$ cat config.mk
export PLATFORM = sky130hd
export DESIGN_NAME = gpio_apb_sequencer
export DESIGN_NICKNAME = d
export VERILOG_FILES = /design/src/rtl/gpio_seq_pkg.sv /design/src/rtl/gpio_apb_sequencer_apb.sv /design/src/rtl/gpio_apb_sequencer.sv
export SDC_FILE = /design/constraint.sdc
export NUM_CORES = 1
export LEC_CHECK = 0
export CAP_MARGIN = 20
export CORE_ASPECT_RATIO = 2
export CORE_UTILIZATION = 51
export DETAILED_ROUTE_END_ITERATION = 10
export PLACE_DENSITY = 0.91
export SLEW_MARGIN = 30
export SYNTH_ARGS = -nofsm -noshare
export SYNTH_HDL_FRONTEND = slang
export SYNTH_SLANG_ARGS = --single-unit
$ cat constraint.sdc
create_clock -name PCLK -period 3.7 [get_ports PCLK]
set_input_delay 0.74 -clock PCLK [delete_from_list [all_inputs] [get_ports PCLK]]
set_output_delay 0.74 -clock PCLK [all_outputs]
set_load 0.01 [all_outputs]
$ cat src/rtl/gpio_seq_pkg.sv
// Shared types and register map for the GPIO APB pattern sequencer.
// Holds sequencer/APB state encodings and completer register offsets.
package gpio_seq_pkg;

  typedef enum logic [2:0] {
    IDLE,
    CFG_SETUP,
    CFG_ACCESS,
    WAIT_TICK,
    RD_SETUP,
    RD_ACCESS,
    WR_SETUP,
    WR_ACCESS
  } seq_state_e;

  typedef enum logic [1:0] {
    APB_IDLE,
    APB_SETUP,
    APB_ACCESS
  } apb_state_e;

  typedef enum logic [1:0] {
    PAT_WALK,
    PAT_COUNT,
    PAT_TOGGLE,
    PAT_MIRROR
  } pat_mode_e;

  localparam logic [7:0] CFG_BASE     = 8'h00;
  localparam logic [7:0] GPIO_IN_OFF  = 8'h90;
  localparam logic [7:0] GPIO_OUT_OFF = 8'hA0;

endpackage

$ cat src/rtl/gpio_apb_sequencer_apb.sv
// APB3 master handshake: a one-cycle req launches setup then access
// until PREADY; request fields are registered so they stay stable.
module apb_master_fsm
  import gpio_seq_pkg::*;
(
  input  logic        PCLK,
  input  logic        PRESETN,
  input  logic        req_i,
  input  logic        write_i,
  input  logic [7:0]  addr_i,
  input  logic [31:0] wdata_i,
  output logic        done_o,
  output logic        slverr_o,
  output logic [31:0] rdata_o,
  output logic [7:0]  PADDR,
  output logic        PSEL,
  output logic        PENABLE,
  output logic        PWRITE,
  output logic [31:0] PWDATA,
  input  logic [31:0] PRDATA,
  input  logic        PREADY,
  input  logic        PSLVERR
);

  apb_state_e  state_q, state_d;
  logic [7:0]  paddr_q, paddr_d;
  logic [31:0] pwdata_q, pwdata_d;
  logic        pwrite_q, pwrite_d;

  always_ff @(posedge PCLK) begin
    if (!PRESETN) begin
      state_q  <= APB_IDLE;
      paddr_q  <= '0;
      pwdata_q <= '0;
      pwrite_q <= 1'b0;
    end else begin
      state_q  <= state_d;
      paddr_q  <= paddr_d;
      pwdata_q <= pwdata_d;
      pwrite_q <= pwrite_d;
    end
  end

  always_comb begin
    state_d  = state_q;
    paddr_d  = paddr_q;
    pwdata_d = pwdata_q;
    pwrite_d = pwrite_q;
    unique case (state_q)
      APB_IDLE: begin
        if (req_i) begin
          state_d  = APB_SETUP;
          paddr_d  = addr_i;
          pwdata_d = wdata_i;
          pwrite_d = write_i;
        end
      end
      APB_SETUP:  state_d = APB_ACCESS;
      APB_ACCESS: if (PREADY) state_d = APB_IDLE;
      default:    state_d = APB_IDLE;
    endcase
  end

  assign PSEL     = (state_q != APB_IDLE);
  assign PENABLE  = (state_q == APB_ACCESS);
  assign PADDR    = paddr_q;
  assign PWDATA   = pwdata_q;
  assign PWRITE   = pwrite_q;
  assign done_o   = PENABLE & PREADY;
  assign slverr_o = done_o & PSLVERR;
  assign rdata_o  = PRDATA;

endmodule

$ cat src/rtl/gpio_apb_sequencer.sv
// Configures GPIO pins over APB, then periodically reads GPIO_IN and
// writes the next output pattern to GPIO_OUT until stopped or errored.
module gpio_apb_sequencer
  import gpio_seq_pkg::*;
#(
  parameter int          IO_NUM   = 4,
  parameter int          TICK_DIV = 25000000,
  parameter logic [31:0] CFG_VAL  = 32'h0000_0005
) (
  input  logic              PCLK,
  input  logic              PRESETN,
  input  logic              start,
  input  logic              stop,
  input  logic [1:0]        mode,
  output logic              busy,
  output logic              err,
  output logic [IO_NUM-1:0] gpio_in_snap,
  output logic [7:0]        PADDR,
  output logic              PSEL,
  output logic              PENABLE,
  output logic              PWRITE,
  output logic [31:0]       PWDATA,
  input  logic [31:0]       PRDATA,
  input  logic              PREADY,
  input  logic              PSLVERR
);

  localparam logic [31:0] TICK_RELOAD = 32'(TICK_DIV - 1);
  localparam logic [5:0]  IDX_LAST    = 6'(IO_NUM - 1);

  seq_state_e        state_q, state_d;
  logic [5:0]        idx_q, idx_d;
  logic [31:0]       cnt_q, cnt_d;
  logic [IO_NUM-1:0] pat_q, pat_d;
  logic [IO_NUM-1:0] snap_q, snap_d;
  logic [IO_NUM-1:0] nxt;
  logic [1:0]        mode_q, mode_d;
  logic              err_q, err_d;
  logic              stop_q, stop_d;
  logic              stop_any;
  logic              req, req_write;
  logic [7:0]        req_addr;
  logic [31:0]       req_wdata;
  logic              done, slverr;
  logic [31:0]       rdata;
  logic              unused_rdata;

  function automatic logic [IO_NUM-1:0] next_pat(
    input logic [IO_NUM-1:0] p,
    input logic [1:0]        m,
    input logic [IO_NUM-1:0] s
  );
    next_pat = s;
    unique case (m)
      PAT_WALK:
        next_pat = (p == '0) ? IO_NUM'(1)
                 : ((p << 1) | (p >> (IO_NUM - 1)));
      PAT_COUNT:  next_pat = p + IO_NUM'(1);
      PAT_TOGGLE: next_pat = ~p;
      PAT_MIRROR: next_pat = s;
    endcase
  endfunction

  assign nxt          = next_pat(pat_q, mode_q, snap_q);
  assign stop_any     = stop_q | stop;
  assign unused_rdata = ^rdata;

  always_ff @(posedge PCLK) begin
    if (!PRESETN) begin
      state_q <= IDLE;
      idx_q   <= '0;
      cnt_q   <= '0;
      pat_q   <= '0;
      snap_q  <= '0;
      mode_q  <= '0;
      err_q   <= 1'b0;
      stop_q  <= 1'b0;
    end else begin
      state_q <= state_d;
      idx_q   <= idx_d;
      cnt_q   <= cnt_d;
      pat_q   <= pat_d;
      snap_q  <= snap_d;
      mode_q  <= mode_d;
      err_q   <= err_d;
      stop_q  <= stop_d;
    end
  end

  always_comb begin
    state_d   = state_q;
    idx_d     = idx_q;
    cnt_d     = cnt_q;
    pat_d     = pat_q;
    snap_d    = snap_q;
    mode_d    = mode_q;
    err_d     = err_q;
    stop_d    = stop_q;
    req       = 1'b0;
    req_write = 1'b0;
    req_addr  = '0;
    req_wdata = '0;
    if (state_q != IDLE && stop) stop_d = 1'b1;
    unique case (state_q)
      IDLE: begin
        if (start && !stop) begin
          state_d = CFG_SETUP;
          err_d   = 1'b0;
          idx_d   = '0;
        end
      end
      CFG_SETUP: begin
        req       = 1'b1;
        req_write = 1'b1;
        req_addr  = CFG_BASE + {idx_q, 2'b00};
        req_wdata = CFG_VAL;
        state_d   = CFG_ACCESS;
      end
      CFG_ACCESS: begin
        if (done) begin
          if (slverr) begin
            err_d   = 1'b1;
            state_d = IDLE;
          end else if (stop_any) begin
            state_d = IDLE;
          end else if (idx_q == IDX_LAST) begin
            state_d = WAIT_TICK;
            cnt_d   = TICK_RELOAD;
          end else begin
            idx_d   = idx_q + 6'd1;
            state_d = CFG_SETUP;
          end
        end
      end
      WAIT_TICK: begin
        if (stop_any) begin
          state_d = IDLE;
        end else if (cnt_q == '0) begin
          state_d = RD_SETUP;
          mode_d  = mode;
        end else begin
          cnt_d = cnt_q - 32'd1;
        end
      end
      RD_SETUP: begin
        req      = 1'b1;
        req_addr = GPIO_IN_OFF;
        state_d  = RD_ACCESS;
      end
      RD_ACCESS: begin
        if (done) begin
          if (slverr) begin
            err_d   = 1'b1;
            state_d = IDLE;
          end else begin
            snap_d  = rdata[IO_NUM-1:0];
            state_d = stop_any ? IDLE : WR_SETUP;
          end
        end
      end
      WR_SETUP: begin
        req       = 1'b1;
        req_write = 1'b1;
        req_addr  = GPIO_OUT_OFF;
        req_wdata = 32'(nxt);
        state_d   = WR_ACCESS;
      end
      WR_ACCESS: begin
        if (done) begin
          if (slverr) begin
            err_d   = 1'b1;
            state_d = IDLE;
          end else begin
            pat_d   = nxt;
            cnt_d   = TICK_RELOAD;
            state_d = stop_any ? IDLE : WAIT_TICK;
          end
        end
      end
      default: state_d = IDLE;
    endcase
    // a stop request is consumed by any return to IDLE
    if (state_d == IDLE) stop_d = 1'b0;
  end

  apb_master_fsm u_apb (
    .PCLK     (PCLK),
    .PRESETN  (PRESETN),
    .req_i    (req),
    .write_i  (req_write),
    .addr_i   (req_addr),
    .wdata_i  (req_wdata),
    .done_o   (done),
    .slverr_o (slverr),
    .rdata_o  (rdata),
    .PADDR    (PADDR),
    .PSEL     (PSEL),
    .PENABLE  (PENABLE),
    .PWRITE   (PWRITE),
    .PWDATA   (PWDATA),
    .PRDATA   (PRDATA),
    .PREADY   (PREADY),
    .PSLVERR  (PSLVERR)
  );

  assign busy         = (state_q != IDLE);
  assign err          = err_q;
  assign gpio_in_snap = snap_q;

endmodule
# Word-level counts from Yosys, hierarchy flattened
# Index checks and enable logic that the tools add are counted.
dict set report word_totals {
  ff_bits 96
  in_bits 40
  output_inout_bits 49
  word_cells 118
}
dict set report classes {
  add_sub_neg 3
  eq_ne 27
  mux 42
  bitwise 8
  n_reduce_logical 26
}
# op n
set ops {}
lappend ops {{32-bit 2-to-1 mux} 8}
lappend ops {{32-bit case mux with 3 select lines} 1}
lappend ops {{32-bit logical NOT} 1}
lappend ops {{32-bit by 1-bit subtractor with 32-bit output, second input constant} 1}
lappend ops {{6-bit 2-to-1 mux} 5}
lappend ops {{3-bit 2-to-1 mux} 8}
lappend ops {{3-bit case mux with 8 select lines} 1}
lappend ops {{8-bit case mux with 3 select lines} 1}
lappend ops {{2-bit != test, second input constant} 10}
lappend ops {{4-bit case mux with 4 select lines} 1}
lappend ops {{2-bit 2-to-1 mux} 7}
lappend ops {{3-bit == test, second input constant} 4}
lappend ops {{6-bit case mux with 2 select lines} 1}
lappend ops {{3-bit AND reduction} 3}
lappend ops {{9-bit AND reduction} 1}
lappend ops {{2-bit by 1-bit != test with 1-bit output, second input constant} 4}
lappend ops {{4-bit case mux with 2 select lines} 1}
lappend ops {{6-bit by 1-bit adder with 6-bit output, second input constant} 1}
lappend ops {{2-bit == test, second input constant} 3}
lappend ops {{3-bit by 2-bit == test with 1-bit output, second input constant} 2}
lappend ops {{6-bit by 2-bit == test with 1-bit output, second input constant} 1}
lappend ops {{3-bit logical NOT} 2}
lappend ops {{2-bit case mux with 3 select lines} 1}
lappend ops {{6-bit AND reduction} 1}
lappend ops {{other kinds (21)} 37}

# Longest topological paths before layout
# Gate-level depths: netlist of the first run.
dict set report logic_depth {
  depth_word 8
  ltp_mapped 8
}

# By module
# A second synthesis of the first run with hierarchy kept.
dict set report unflattened {
  cells_unflattened 617
  hier_area_um2 5167.5
}
# mod n_inst cells_each area_each_um2 seq_area_each_um2
set by_module_without_submodules {}
lappend by_module_without_submodules {gpio_apb_sequencer 1 396 3148.0 1061.0}
lappend by_module_without_submodules {apb_master_fsm 1 221 2019.4 860.8}

# Worst setup path before layout of the first run
# No wires, ideal clock.
dict set report synth_path {
  path_type {input port to flip-flop}
  start {in PSLVERR}
  end {reg cnt_q[7]}
  setup_time_ns 0.124
  t_arrival_ns 2.497
  required_time_ns 3.576
  setup_slack_ns 1.079
  stages 7
  n_path_buf 3
  cell_sequence {clkbuf_1 > o41a_4 > or3_4 > buf_2 > clkbuf_1 > nor4_1 > nor3_1}
}
dict set report synth_between {
  elab_chain_cells 3
  elab_cells_between_ends 4
}
# element line
set synth_rtl {}
lappend synth_rtl {{start: declaration} gpio_apb_sequencer.sv:25} ;# input logic PSLVERR
lappend synth_rtl {{1-bit AND (*)} gpio_apb_sequencer_apb.sv:70} ;# assign slverr_o = done_o & PSLVERR;
lappend synth_rtl {{2-bit != test (no source line)} n/a}
lappend synth_rtl {{9-bit AND reduction (no source line) (*)} n/a}
lappend synth_rtl {{end signal: assignment} gpio_apb_sequencer.sv:81} ;# cnt_q <= cnt_d;
lappend synth_rtl {{end: declaration} gpio_apb_sequencer.sv:33} ;# logic [31:0] cnt_q, cnt_d;
# Every way passes the cells marked *; elsewhere a longest branch is shown, timed or not.
# A chain may end at the register's enable or synchronous reset.

# Worst setup path after layout of the first run
dict set report layout_path {
  start {in PREADY}
  end {reg cnt_q[20]}
}
dict set report layout_between {
  elab_chain_cells 4
  elab_cells_between_ends 7
}
# element line
set layout_rtl {}
lappend layout_rtl {{start: declaration} gpio_apb_sequencer.sv:24} ;# input logic PREADY,
lappend layout_rtl {{1-bit AND (*)} gpio_apb_sequencer_apb.sv:69} ;# assign done_o = PENABLE & PREADY;
lappend layout_rtl {{1-bit AND} gpio_apb_sequencer_apb.sv:70}
lappend layout_rtl {{2-bit != test (no source line)} n/a}
lappend layout_rtl {{9-bit AND reduction (no source line) (*)} n/a}
# Marks and branches as above.

==> key figures, run 1 <==
Critical path
  – Reg2Reg Setup Slack: 0.74 ns
  – RR Startpoint: state_q[0]
  – Worst EP required: 3.97 ns
  – Worst-path fanout max: 40
  – Crit. End Element: flip-flop
  – Critical path class: in2reg
  – Critical path startpoint: PREADY
  – Reg2reg end: cnt_q[22]
  – FF-to-FF path depth: 6
  – CP endpoint: cnt_q[20]
  – Startpoint Class: input port
  – Crit path DAT: 3.26 ns

Outcome
  – Status: finished clean

Drt
  – Wirelength per Cell: 18.4 um
  – Iter 0 DRT Violations: 281
  – Antenna Violating Nets Remaining: 0
  – 1st-pass router iterations: 5
  – WL final: 11400 um
  – Drt via density: 6.63
  – Drt drc: 0
  – Vias: 4115

Power
  – Pwr/cell area: 457 nW/um2
  – Tot Pwr: 2.13 mW
  – Pleak: 1.67 nW
  – VDD IR max: 0.620 mV

CTS
  – Post-CTS Setup Inserts: 0
  – Num CTS Buffers: 9
  – CTS Sinks: 66
  – CTS max path bufs: 2
  – Clock Latency Late Sink: 0.34 ns
  – Post-CTS Hold Fix Bufs: 0
  – Root buf cell: clkbuf_16
  – CTS tree: done
  – H-tree levels: 3
  – Post_cts resized: 0
  – CTS clk-pin slew, worst paths: 0.06 ns

Logic synthesis
  – Leading area contributor after synthesis: dfxtp_1
  – Post-synth ARST share: 0%
  – Synth Area per Inst: 8.04 um2
  – Number of flops mapped to enable cells by yosys: 0
  – Dominant register cell in the synthesized netlist: dfxtp_1
  – Mapped Cells: 501
  – Yosys cell types: 60
  – Mapped Area: 4030 um2
  – Yosys warning count: 0
  – Seq/Total Area, Yosys: 32.8%
  – Share of the synthesized area in the top cell type: 32.8%
  – Largest cells by area after synthesis: dfxtp_1 33%, buf_4 5.6%, a21oi_1 3.9%
  – Synth Register Bits: 66

Placed design
  – Placed cells: 605
  – Pre-CTS WS: 0.378 ns
  – Port buffer count: 30
  – Gpl congestion: 0.865
  – HPWL Detailed: 7410 um

STA
  – Final Hold Viols: 0
  – Slew Limit Fails: 0
  – Clk_skew: 0.00464 ns
  – Final period utilization: 80.8%
  – RSZ-0062 raised after global routing: false
  – Slew headroom: 40.6%
  – Worst Max-Slew Pin Slew: 0.889 ns
  – FMAX: 334 MHz
  – Setup violations, final: 0
  – Post-layout min period: 2.99 ns
  – Total negative slack: 0 ns
  – Final worst slack: 0.710 ns

Global routing
  – Initial antenna violation count: 0
  – Vias in the first global route: 4100
  – Largest net degree at the start of global routing: 41
  – Grt total ovfl: 0
  – Wire length of the first global-routing pass: 18700 um
  – Total track usage: 29.0%

Layout
  – Synth-to-Final Area Change: 15.6%
  – Filler cells: 635
  – Layout cells sized above 1: 8.92%
  – Layout Nets: 567
  – Final cell count without fillers: 621
  – N_diodes: 0

Floorplan
  – Site Rows: 45
  – Die width: 64.8 um
  – I/O pin count: 89
  – Initial Util: 53.0%
  – Die footprint: 8280 um2
  – Chip height: 128 um
  – Core ar.: 7600 um2

Job
  – Max Cap Viol: 0

Hold path
  – Worst min path class: reg2reg
final cells by class:
| class | instances | area [um2] | area share, % |
|---|---|---|---|
| multi-input combinational | 387 | 2400 | 51.6 |
| sequential | 66 | 1320 | 28.4 |
| timing repair buffer | 45 | 425 | 9.14 |
| clock buffer | 11 | 253 | 5.43 |
| tap | 94 | 118 | 2.53 |
| clock inverter | 5 | 85.1 | 1.83 |
| inverter | 13 | 48.8 | 1.05 |
synth_stat cells (2+ instances only):
| master | number |
|---|---|
| a311oi_1 | 3 |
| buf_2 | 6 |
| o31ai_1 | 13 |
| o221ai_1 | 2 |
| nor3_1 | 20 |
| buf_4 | 30 |
| or3b_2 | 3 |
| and2_1 | 3 |
| inv_1 | 13 |
| a31oi_1 | 12 |
| a2111oi_0 | 5 |
| o31a_1 | 9 |
| xnor2_1 | 5 |
| dfxtp_1 | 66 |
| o21ai_0 | 15 |
| nor4b_1 | 3 |
| nand2_1 | 30 |
| and4_1 | 4 |
| or2_2 | 3 |
| nand3b_1 | 2 |
| a21oi_1 | 31 |
| a22oi_1 | 2 |
| nand2b_1 | 10 |
| nand4b_1 | 2 |
| buf_1 | 4 |
| ha_1 | 5 |
| a221oi_1 | 2 |
| or4_1 | 18 |
| a21o_1 | 2 |
| a211oi_1 | 9 |
| or3_1 | 11 |
| nor3b_1 | 4 |
| nor4_1 | 21 |
| nor4_2 | 2 |
| nand4_1 | 6 |
| nand3_1 | 19 |
| clkbuf_1 | 23 |
| and3_1 | 3 |
| nor2b_1 | 5 |
| mux2i_1 | 15 |
| nor2_1 | 40 |
| o41ai_1 | 2 |
worst min path at each step:
stage,startpoint,to,cells after the start
after floorplan,cnt_q[30],cnt_q[30],2
after global placement,u_apb.PADDR[2],u_apb.PADDR[2],2
after detailed placement,u_apb.PADDR[2],u_apb.PADDR[2],2
after CTS,u_apb.PADDR[3],u_apb.PADDR[3],2
after global routing,cnt_q[30],cnt_q[30],2
final,u_apb.PADDR[6],u_apb.PADDR[6],2
layout by cell type (no fill, tap or decap), types with 3 or more instances in the layout:
cell type,instances
or2_2,3
nor3_1,19
nor2_1,40
nor3b_1,4
o31a_1,9
o31ai_1,13
clkdlybuf4s50_1,30
a211oi_1,9
buf_4,14
inv_1,13
mux2i_1,15
nor2b_1,5
and4_1,4
a2111oi_0,5
nor4b_1,3
clkbuf_16,9
and3_1,3
conb_1,30
dfxtp_1,66
ha_1,5
nor4_1,21
nand2b_1,10
o21ai_0,15
or3_1,11
or4_1,18
and2_1,3
a31oi_1,12
xnor2_1,5
nand3_1,19
a311oi_1,3
nand2_1,30
or3b_2,3
nand4_1,6
a21oi_1,31
cells by family (layout without fill, tap and decap cells):
kind of cell / count (synthesis) / after routing / synth area share (%)
simple gates: 212 / 212 / 29.5
compound gates: 118 / 118 / 20.1
buf+inv: 77 / 74 / 10.3
flops: 66 / 66 / 32.8
mux: 16 / 16 / 4.29
xor+xnor: 6 / 6 / 1.30
fa+ha+maj: 5 / 5 / 1.55
other cells: 1 / 30 / 0.0931
through the flow:
stage          hold WS, ns  util, %  cell area, um2
2_1_floorplan        0.442        -            4140
3_3_place_gp         0.444     56.8            4320
3_5_place_dp         0.453     56.8            4320
4_1_cts              0.467     61.2            4650
5_1_grt              0.497     61.2            4650
6_report             0.466     61.2            4650
critical path, cell delays in order:
cell	delay, ns
clkdlybuf4s50_1	0.56
nand3b_1	0.14
o41a_4	0.50
or3_4	0.59
or4_1	0.53
a31oi_1	0.18
power by group:
part / leakage [nW] / total (mW) / internal, mW / switching, mW
Sequential: 0.534 / 0.765 / 0.734 / 0.0308
Combinational: 0.971 / 0.398 / 0.148 / 0.250
Clock: 0.162 / 0.963 / 0.630 / 0.333
Total: 1.67 / 2.13 / 1.51 / 0.614
state kept, by name (all words and copies together), names as in the netlist:
register / flops
u_apb.PADDR: 6
u_apb.PWDATA: 4
state_q: 3
stop_q: 1
gpio_in_snap: 4
mode_q: 2
err: 1
u_apb.state_q: 2
cnt_q: 32
pat_q: 4
idx_q: 6
u_apb.PWRITE: 1
per-layer routing:
layer / wire length, um / global-route usage, %
met1: 3770 / 26.2
met3: 774 / 6.32
met4: 609 / 23.0
met2: 6250 / 53.2
met5: 0 / 0
Note: power is estimated with default switching activity, not from simulation.
==> run 2, diff against run 1 <==
--- a/config.mk
+++ b/config.mk
@@ -7,9 +7,9 @@
 export LEC_CHECK = 0
 export CAP_MARGIN = 20
 export CORE_ASPECT_RATIO = 2
-export CORE_UTILIZATION = 51
+export CORE_UTILIZATION = 46
 export DETAILED_ROUTE_END_ITERATION = 10
-export PLACE_DENSITY = 0.91
+export PLACE_DENSITY = 0.87
 export SLEW_MARGIN = 30
 export SYNTH_ARGS = -nofsm -noshare
 export SYNTH_HDL_FRONTEND = slang
==> constraint.sdc (replaced) <==
create_clock -name PCLK -period 2.75 [get_ports PCLK]
set_input_delay 0.55 -clock PCLK [delete_from_list [all_inputs] [get_ports PCLK]]
set_output_delay 0.55 -clock PCLK [all_outputs]
set_load 0.01 [all_outputs]
==> key figures, run 2 (same netlist as run 1, synthesis figures left out) <==
Layout
  – Commonest non-fill, non-tap cells in the layout: 65 x dfxtp_1, 41 x buf_4, 40 x nor2_1, 31 x a21oi_1
  – Layout cells sized above 1: 14.0% (+5.1 points)
  – Synth-to-Final Area Change: 21.1%
  – Register area: 1320 um2 (about the same)
  – Filler cells: 740 (+17%)
  – N_diodes: 0 (unchanged)
  – Most common cell after layout, fill and taps aside: dfxtp_1
  – Multi-input gate area: 2430 um2 (+1.2%)
  – Max reg flops: 32 (unchanged)
  – Layout Nets: 596 (+5.1%)
  – Reg with most FFs: cnt_q

CTS
  – CTS clk-pin slew, worst paths: 0.05 ns (about the same)
  – CTS max path bufs: 2 (unchanged)
  – Root buf cell: clkbuf_16
  – CTS tree: done
  – CTS Sinks: 66 (unchanged)
  – Num CTS Buffers: 9 (unchanged)
  – Clock Latency Late Sink: 0.34 ns (about the same)
  – H-tree levels: 3 (unchanged)
  – Post-CTS Hold Fix Bufs: 0 (unchanged)

Critical path
  – CP Cell Sequence: ha_2 > or4b_4 > o41a_4 > buf_4 > or4_4 > or3_1 > a21oi_1
  – Critical path class: reg2reg
  – FF-to-FF path depth: 7 (+1)
  – Startpoint Class: flip-flop
  – Worst EP required: 3.02 ns (-0.95 ns)
  – Worst-path fanout max: 4 (-90%)
  – CP delay by family, top: simple AND/OR/NAND/NOR gates
  – CP peak stage delay: 0.57 ns (-0.02 ns)
  – CP max-delay cell: or4_4
  – Crit. End Element: flip-flop
  – WP depth: 7 (+1)
  – Critical path startpoint: idx_q[0]
  – Crit path DAT: 2.97 ns (-0.29 ns)
  – RR Startpoint: idx_q[0]
  – Buffers plus inverters on the worst setup path: 1 (unchanged)

Hold path
  – Worst min path class: reg2reg
  – Hold path cells: 2 (unchanged)
  – Hold_sp: u_apb.PADDR[6]

Drt
  – Iter 0 DRT Violations: 272 (-3.2%)
  – Drt via density: 6.51 (-1.7%)
  – Wirelength per Cell: 18.1 um (-1.3%)
  – WL final: 11900 um (+4.2%)
  – 1st-pass router iterations: 7 (+2)
  – Antenna Violating Nets Remaining: 0 (unchanged)
  – Vias: 4271 (+3.8%)
  – Drt drc: 0 (unchanged)

Global routing
  – Grt total ovfl: 0 (unchanged)
  – Wire length of the first global-routing pass: 19200 um (+2.7%)
  – GR Util met3: 5.78% (-0.53 points)
  – Initial antenna violation count: 0 (unchanged)
  – Vias in the first global route: 4253 (+3.7%)
  – Met1 GRT Util: 26.5% (+0.33 points)
  – Largest net degree at the start of global routing: 39 (-4.9%)
  – Total track usage: 27.4% (-1.6 points)
  – GRT met2 Usage: 48.1% (-5.1 points)
  – Most crowded layer after global routing: met2

Floorplan
  – Site Rows: 48 (+6.7%)
  – Chip height: 134 um (+5.2%)
  – Die footprint: 9160 um2 (+11%)
  – I/O pin count: 89 (unchanged)
  – Initial Util: 46.9% (-6.1 points)
  – Core ar.: 8590 um2 (+13%)
  – Die width: 68.2 um (+5.1%)

Placed design
  – HPWL Detailed: 8160 um (+10%)
  – Pre-CTS WS: -0.233 ns (-0.611 ns)
  – Gpl congestion: 0.899 (+3.9%)
  – Port buffer count: 30 (unchanged)

Power
  – Pwr/cell area: 568 nW/um2 (+24%)
  – Internal power: 1.97 mW (+30%)
  – Seq pwr share: 37.0% (+1.0 points)
  – VDD IR max: 0.515 mV (-17%)
  – Logic pwr share: 21.2% (+2.5 points)
  – Net Sw Frac: 28.8% (-0.048 points)
  – Clock power frac: 41.8% (-3.5 points)
  – Pleak: 1.80 nW (+7.7%)
  – Switch Pwr: 0.798 mW (+30%)

STA
  – Final Hold Viols: 0 (unchanged)
  – Clk_skew: 0.00756 ns (+0.00293 ns)
  – Setup violations, final: 0 (unchanged)
  – Slew headroom: 53.3% (+13 points)
  – WHS: 0.456 ns (-0.0101 ns)
  – Worst Max-Slew Pin Slew: 0.695 ns (-0.194 ns)
  – FMAX: 369 MHz
  – Post-layout min period: 2.71 ns
  – Final worst slack: 0.0432 ns (-0.667 ns)
  – Slew Limit Fails: 0 (unchanged)
  – Final period utilization: 98.4%

Outcome
  – Status: finished clean

Job
  – Max Cap Viol: 0 (unchanged)
-- run 2: cell count changes in the layout (fill, tap and decap cells not counted), sizes merged --
cell | before | now
or3 | 12 | 13
clkbuf | 11 | 14
clkinvlp | 1 | 0
inv | 14 | 13
buf | 15 | 43
bufinv | 2 | 1
-- run 2: cell type report --
type | instances | share of cell area (%)
clock buffers | 14 | 5.41
clock inverters | 2 | 0.718
inverters | 13 | 1.00
multi-input cells | 388 | 49.9
flip-flops and latches | 66 | 27.1
well taps | 100 | 2.57
repair buffers | 73 | 13.3
-- run 2: path summary, 6_finish.rpt --
path	end	slack (ns)
worst max-delay path	cnt_q[8]	0.04
worst min-delay path	u_apb.PADDR[6]	0.46
worst max register to register	cnt_q[8]	0.04
worst min register to register	u_apb.PADDR[6]	0.46
-- run 2: tightest hold or removal path: cells and delay by family, from the launching register on --
kind             cells  cell delay (ns)
AND/OR/NAND/NOR      1             0.05
AO/OA/AOI/OAI        1             0.05
flip-flops           1             0.31
-- run 2: power groups by stage --
stage	Sequential (mW)	Clock (mW)	Combinational [mW]
floorplan	1.03	0	0.397
global placement	1.04	0	0.528
detailed placement	1.04	0	0.551
CTS	1.02	1.17	0.561
global route	1.03	1.20	0.634
finish	1.03	1.16	0.586
-- run 2: layer usage --
| layer | vias up | wire [um] |
|---|---|---|
| li1 | 1927 | - |
| met1 | 2002 | 3880 |
| met2 | 257 | 6450 |
| met3 | 85 | 788 |
| met4 | 0 | 763 |
| met5 | - | 0 |
-- run 2: repair_timing --
item | 4_1_cts | 5_1_grt
resized for setup | 1 | 4
endpoints found under the setup margin | 3 | 15
pin swaps | 1 | 0
buffers inserted | 0 | 0
cloned | 0 | 1
-- run 2: stage by stage --
| stage | setup TNS (ns) | area, um2 | util, % | std cells | power (mW) |
|---|---|---|---|---|---|
| after global placement | -3.20 | 4550 | 52.9 | 639 | 1.57 |
| after floorplan | 0 | 4140 | - | 530 | 1.43 |
| after global routing | -0.0478 | 4880 | 56.8 | 656 | 2.86 |
| final | 0 | 4880 | 56.8 | 656 | 2.77 |
| after CTS | 0 | 4850 | 56.5 | 655 | 2.76 |
| after detailed placement | -4.31 | 4550 | 52.9 | 639 | 1.59 |
==> run 3, diff against run 2 <==
--- a/config.mk
+++ b/config.mk
@@ -10,6 +10,7 @@
 export CORE_UTILIZATION = 46
 export DETAILED_ROUTE_END_ITERATION = 10
 export PLACE_DENSITY = 0.87
+export REMOVE_ABC_BUFFERS = 1
 export SLEW_MARGIN = 30
 export SYNTH_ARGS = -nofsm -noshare
 export SYNTH_HDL_FRONTEND = slang
==> key figures, run 3 (same netlist as run 1, synthesis figures left out) <==
Global routing
  – Vias in the first global route: 4081 (-4.0%)
  – Initial antenna violation count: 0 (unchanged)
  – Grt total ovfl: 0 (unchanged)
  – Largest net degree at the start of global routing: 39 (unchanged)
  – Wire length of the first global-routing pass: 18900 um (-1.9%)
  – Total track usage: 27.1% (-0.36 points)

Drt
  – Vias: 4145 (-3.0%)
  – 1st-pass router iterations: 5 (-2)
  – Drt drc: 0 (unchanged)
  – Wirelength per Cell: 17.4 um (-4.1%)
  – Drt via density: 6.32 (-3.0%)
  – Iter 0 DRT Violations: 325 (+19%)
  – Antenna Violating Nets Remaining: 0 (unchanged)
  – WL final: 11400 um (-4.1%)

CTS
  – CTS tree: done
  – CTS clk-pin slew, worst paths: 0.06 ns (about the same)
  – Clock Latency Late Sink: 0.34 ns (about the same)
  – CTS max path bufs: 2 (unchanged)
  – Post-CTS Hold Fix Bufs: 0 (unchanged)
  – Root buf cell: clkbuf_16
  – Post-CTS Setup Inserts: 0 (unchanged)
  – H-tree levels: 3 (unchanged)
  – Num CTS Buffers: 9 (unchanged)
  – CTS Sinks: 66 (unchanged)

Critical path
  – CP Cell Sequence: ha_2 > or4b_4 > o41a_4 > or3_4 > or4_1 > a21oi_1
  – Buffers plus inverters on the worst setup path: 0 (-1)
  – Worst EP required: 3.02 ns (about the same)
  – Worst-path fanout max: 35 (+31)
  – Crit path DAT: 2.90 ns (-0.07 ns)
  – Critical path class: reg2reg
  – Startpoint Class: flip-flop
  – CP peak stage delay: 0.52 ns (-0.05 ns)
  – CP max-delay cell: or4_1
  – Reg2Reg Setup Slack: 0.12 ns (+0.07 ns)
  – CP delay by family, top: simple AND/OR/NAND/NOR gates
  – Crit. End Element: flip-flop

Outcome
  – Status: finished clean

STA
  – Final Hold Viols: 0 (unchanged)
  – Total negative slack: 0 ns (unchanged)
  – WHS: 0.450 ns (-0.00567 ns)
  – FMAX: 380 MHz (+2.7%)
  – Slew headroom: 57.7% (+4.4 points)
  – Post-layout min period: 2.63 ns (-0.0721 ns)
  – Final period utilization: 95.8% (-2.6 points)
  – Slew Limit Fails: 0 (unchanged)
  – RSZ-0062 raised after global routing: true
  – Final worst slack: 0.115 ns (+0.0721 ns)
  – Clk_skew: 0.00596 ns (-0.00161 ns)
  – Setup violations, final: 0 (unchanged)
  – Worst Max-Slew Pin Slew: 0.631 ns (-0.0643 ns)

Placed design
  – Area after DPL: 4550 um2 (+0.17%)
  – HPWL Detailed: 8190 um (+0.38%)
  – Placed cells: 640 (+0.16%)
  – Pre-CTS WS: -0.215 ns (+0.0180 ns)
  – Port buffer count: 30 (unchanged)
  – Gpl congestion: 0.907 (+0.98%)

Job
  – Max Cap Viol: 0 (unchanged)

Floorplan
  – I/O pin count: 89 (unchanged)
  – Die footprint: 9160 um2 (unchanged)
  – Site Rows: 48 (unchanged)
  – Chip height: 134 um (unchanged)
  – Initial Util: 46.9% (unchanged)
  – Die width: 68.2 um (unchanged)
  – Core ar.: 8590 um2 (unchanged)

Power
  – Internal power: 1.99 mW (+1.3%)
  – Switch Pwr: 0.826 mW (+3.5%)
  – Seq pwr share: 36.2% (-0.8 points)
  – Tot Pwr: 2.82 mW (+1.9%)
  – Pwr/cell area: 578 nW/um2 (+1.8%)
  – Logic pwr share: 19.8% (-1.4 points)
  – Net Sw Frac: 29.3% (+0.45 points)
  – Clock power frac: 43.9% (+2.1 points)
  – VDD IR max: 0.385 mV (-25%)
  – Pleak: 1.81 nW (+0.60%)

Layout
  – Synth-to-Final Area Change: 21.3%
  – Commonest non-fill, non-tap cells in the layout: 65 x dfxtp_1, 42 x buf_4, 40 x nor2_1, 31 x a21oi_1
  – Max reg flops: 32 (unchanged)
  – Final core utilization: 56.9% (+0.087 points)
  – N_diodes: 0 (unchanged)
  – Layout cells sized above 1: 14.4% (+0.36 points)
  – Layout Nets: 596 (unchanged)
  – Most common cell after layout, fill and taps aside: dfxtp_1
  – Final cell count without fillers: 656 (unchanged)
  – Reg with most FFs: cnt_q
  – Post-route cell area: 4880 um2 (+0.15%)

Hold path
  – Worst min path class: reg2reg
## run 3: cell types whose count changed in the layout (fill, tap and decap cells not counted)
cell        change
or4_4           +1
a31oi_1         +1
clkinv_4        +1
clkbuf_8        -2
clkbuf_1        -3
nor4b_1         +1
a31oi_2         -1
nor4b_2         -1
clkinvlp_4      +2
or4_1           -1
bufinv_16       +1
clkinv_2        +1
buf_4           +1
or3_4           -1
## run 3: power groups by stage
stage                     logic (mW)  clock network, mW  registers, mW
after detailed placement       0.535                  0           1.04
after floorplan                0.344                  0           1.04
final                          0.560               1.24           1.02
after CTS                      0.542               1.25           1.02
after global routing           0.613               1.29           1.03
after global placement         0.511                  0           1.04
## run 3: area by class of cell
cell class | count | area, um2
clock inverter | 7 | 93.8
fill | 714 | 3700
multi-input combinational | 387 | 2410
sequential | 66 | 1320
inverter | 13 | 48.8
tap | 100 | 125
timing repair buffer | 74 | 656
clock buffer | 9 | 225
## run 3: path summary, 6_finish.rpt
check	start	endpoint	cells after the start
worst max-delay path	idx_q[1]	cnt_q[6]	6
worst min-delay path	u_apb.PADDR[3]	u_apb.PADDR[3]	2
worst max register to register	idx_q[1]	cnt_q[6]	6
worst min register to register	u_apb.PADDR[3]	u_apb.PADDR[3]	2
## run 3: routing by layer
metal	track usage (%)	wire length [um]	vias to the layer above
met3	4.25	506	62
li1	-	-	1923
met4	21.8	816	0
met5	0	0	-
met2	46.3	6140	193
met1	27.3	3930	1967
## run 3: worst reg2reg max path: cells and delay by family (launching register included)
family / cells / cell delay, ns
simple gates: 3 / 1.50
compound gates: 2 / 0.54
flops: 1 / 0.34
fa+ha+maj: 1 / 0.18
## run 3: timing repair
item / CTS / global route
hold endpoints to repair: 0 / 0
endpoints found under the setup margin: 0 / 18
resized for setup: 0 / 4
==> patch (settings of run 1) <==
Encoding of `apb_state_e`: now one-hot (3 bits for 3 states).
--- a/src/rtl/gpio_seq_pkg.sv
+++ b/src/rtl/gpio_seq_pkg.sv
@@ -13,10 +13,10 @@
     WR_ACCESS
   } seq_state_e;
 
-  typedef enum logic [1:0] {
-    APB_IDLE,
-    APB_SETUP,
-    APB_ACCESS
+  typedef enum logic [2:0] {
+    APB_IDLE   = 3'b001,
+    APB_SETUP  = 3'b010,
+    APB_ACCESS = 3'b100
   } apb_state_e;
 
   typedef enum logic [1:0] {
Function: same outputs for any inputs over 4 cycles, from zero or initial values and one cycle with PRESETN low; so few cycles prove little.
==> patch against run 1 <==
  * Setup slack worse by 0.14 ns
  * Final area down 3.4%
  * Sequential cell count up 1
  * Global-route usage down 2.2 points
  * Area after synthesis down 2.8%
  * Routed wire length down 11%
  * Die area down 2.7%
  * Critical path type unchanged
  * Highest routed layer unchanged
Power is not compared: it rests on default switching activity, and its combinational part moved more than twofold at a synthesized area within 25%.
==> patch: results <==
[synthesis]
ys_top_cells_by_count = dfxtp_1 (67), nor2_1 (39), buf_4 (30), or4_1 (30), nand2_1 (27)
synth-seq-area-share = 0.342
synth_area_leaders = dfxtp_1 (34%), buf_4 (5.8%), or4_1 (5.8%), o31ai_1 (4.0%), nor2_1 (3.7%)

[placed_design]
gp_congestion = 0.860
dp_hpwl_um = 7140

[global_route]
grt_max_degree = 42
use_met3 = 0.0598
globalRouteMet1Util = 0.254
grt_pass1_wl_um = 16900
met2_usage = 0.496
first_global_vias = 3719

[hold_path]
hold_path.startpoint = cnt_q[28]
min_to = cnt_q[28]

[routing]
vias = 3805
drtPass1Iterations = 6
wl_um = 10100

[worst_setup_path]
worst-path-max-fanout = 41
r2r_setup_slack_ns = 0.72
rr_endpoint = cnt_q[4]
reg2reg_depth = 7

[timing]
skew_ns = 0.00611
tightest_slew_ns = 0.702

[cells_and_area]
drive_above_1_share = 0.0916
final_nets = 541

[outcome]
status = finished, final reports clean
==> patch: cell count changes in the layout (fill, tap and decap cells not counted), moves of 6 or more <==
cell | run 1 | this run
o31ai_1 | 13 | 21
nor3_1 | 19 | 13
o31a_1 | 9 | 2
or4_1 | 18 | 30
nor4_1 | 21 | 8
a21oi_1 | 31 | 21
nand3_1 | 19 | 10
==> patch: metrics by stage <==
step	cell area (um2)	hold slack, ns	std cells	setup WS, ns	power [mW]
after floorplan	4030	0.437	503	0.857	0.839
after global placement	4200	0.449	578	0.312	0.852
after detailed placement	4200	0.457	578	0.232	0.855
after CTS	4500	0.465	594	0.577	1.70
after global routing	4500	0.506	594	0.434	1.74
final	4500	0.463	594	0.568	1.69
==> patch: power groups by stage <==
stage	combinational, mW	sequential, mW	clock (mW)
3_3_place_gp	0.102	0.750	0
4_1_cts	0.106	0.735	0.857
3_5_place_dp	0.105	0.751	0
5_1_grt	0.117	0.736	0.888
6_report	0.108	0.736	0.847
2_1_floorplan	0.0900	0.749	0
==> patch: critical path: stages <==
cell and delay [ns]:
clkdlybuf4s50_1 0.46, buf_4 0.20, or4b_2 0.60, o31a_1 0.14, a21o_1 0.28, buf_12 0.22, or4_1 0.53, a31oi_1 0.20
==> patch: worst max path at each step <==
stage	start	end	cells past startpoint
after global routing	stop	cnt_q[4]	7
after global placement	stop	cnt_q[20]	7
final	stop	cnt_q[4]	8
after floorplan	stop	cnt_q[17]	8
after detailed placement	stop	cnt_q[4]	7
after CTS	stop	cnt_q[4]	7
==> patch: per-layer routing <==
metal  wire [um]  vias up  part of all wire
li1            -     1772                 -
met1        3590     1815              0.35
met2        5540      172              0.55
met3         535       46             0.053
met4         478        0             0.047
met5           0        -                 0
==> patch: kinds of logic after synthesis <==
| group | synth area share |
|---|---|
| flip-flops | 0.342 |
| AO/OA/AOI/OAI | 0.206 |
| other | 0.000958 |
| AND/OR/NAND/NOR | 0.271 |
| multiplexers | 0.0447 |
| adder cells (fa/ha/maj) | 0.0128 |
| XOR/XNOR | 0.0134 |
| buffers and inverters | 0.108 |
==> patch: cell type report <==
cell class                      count  area [um2]
Clock buffer                       10         229
Clock inverter                      6        65.1
Fill cell                         618        2830
Inverter                           14        52.6
Multi-Input combinational cell    359        2260
Sequential cell                    67        1340
Tap cell                           92         115
Timing Repair Buffer               46         433
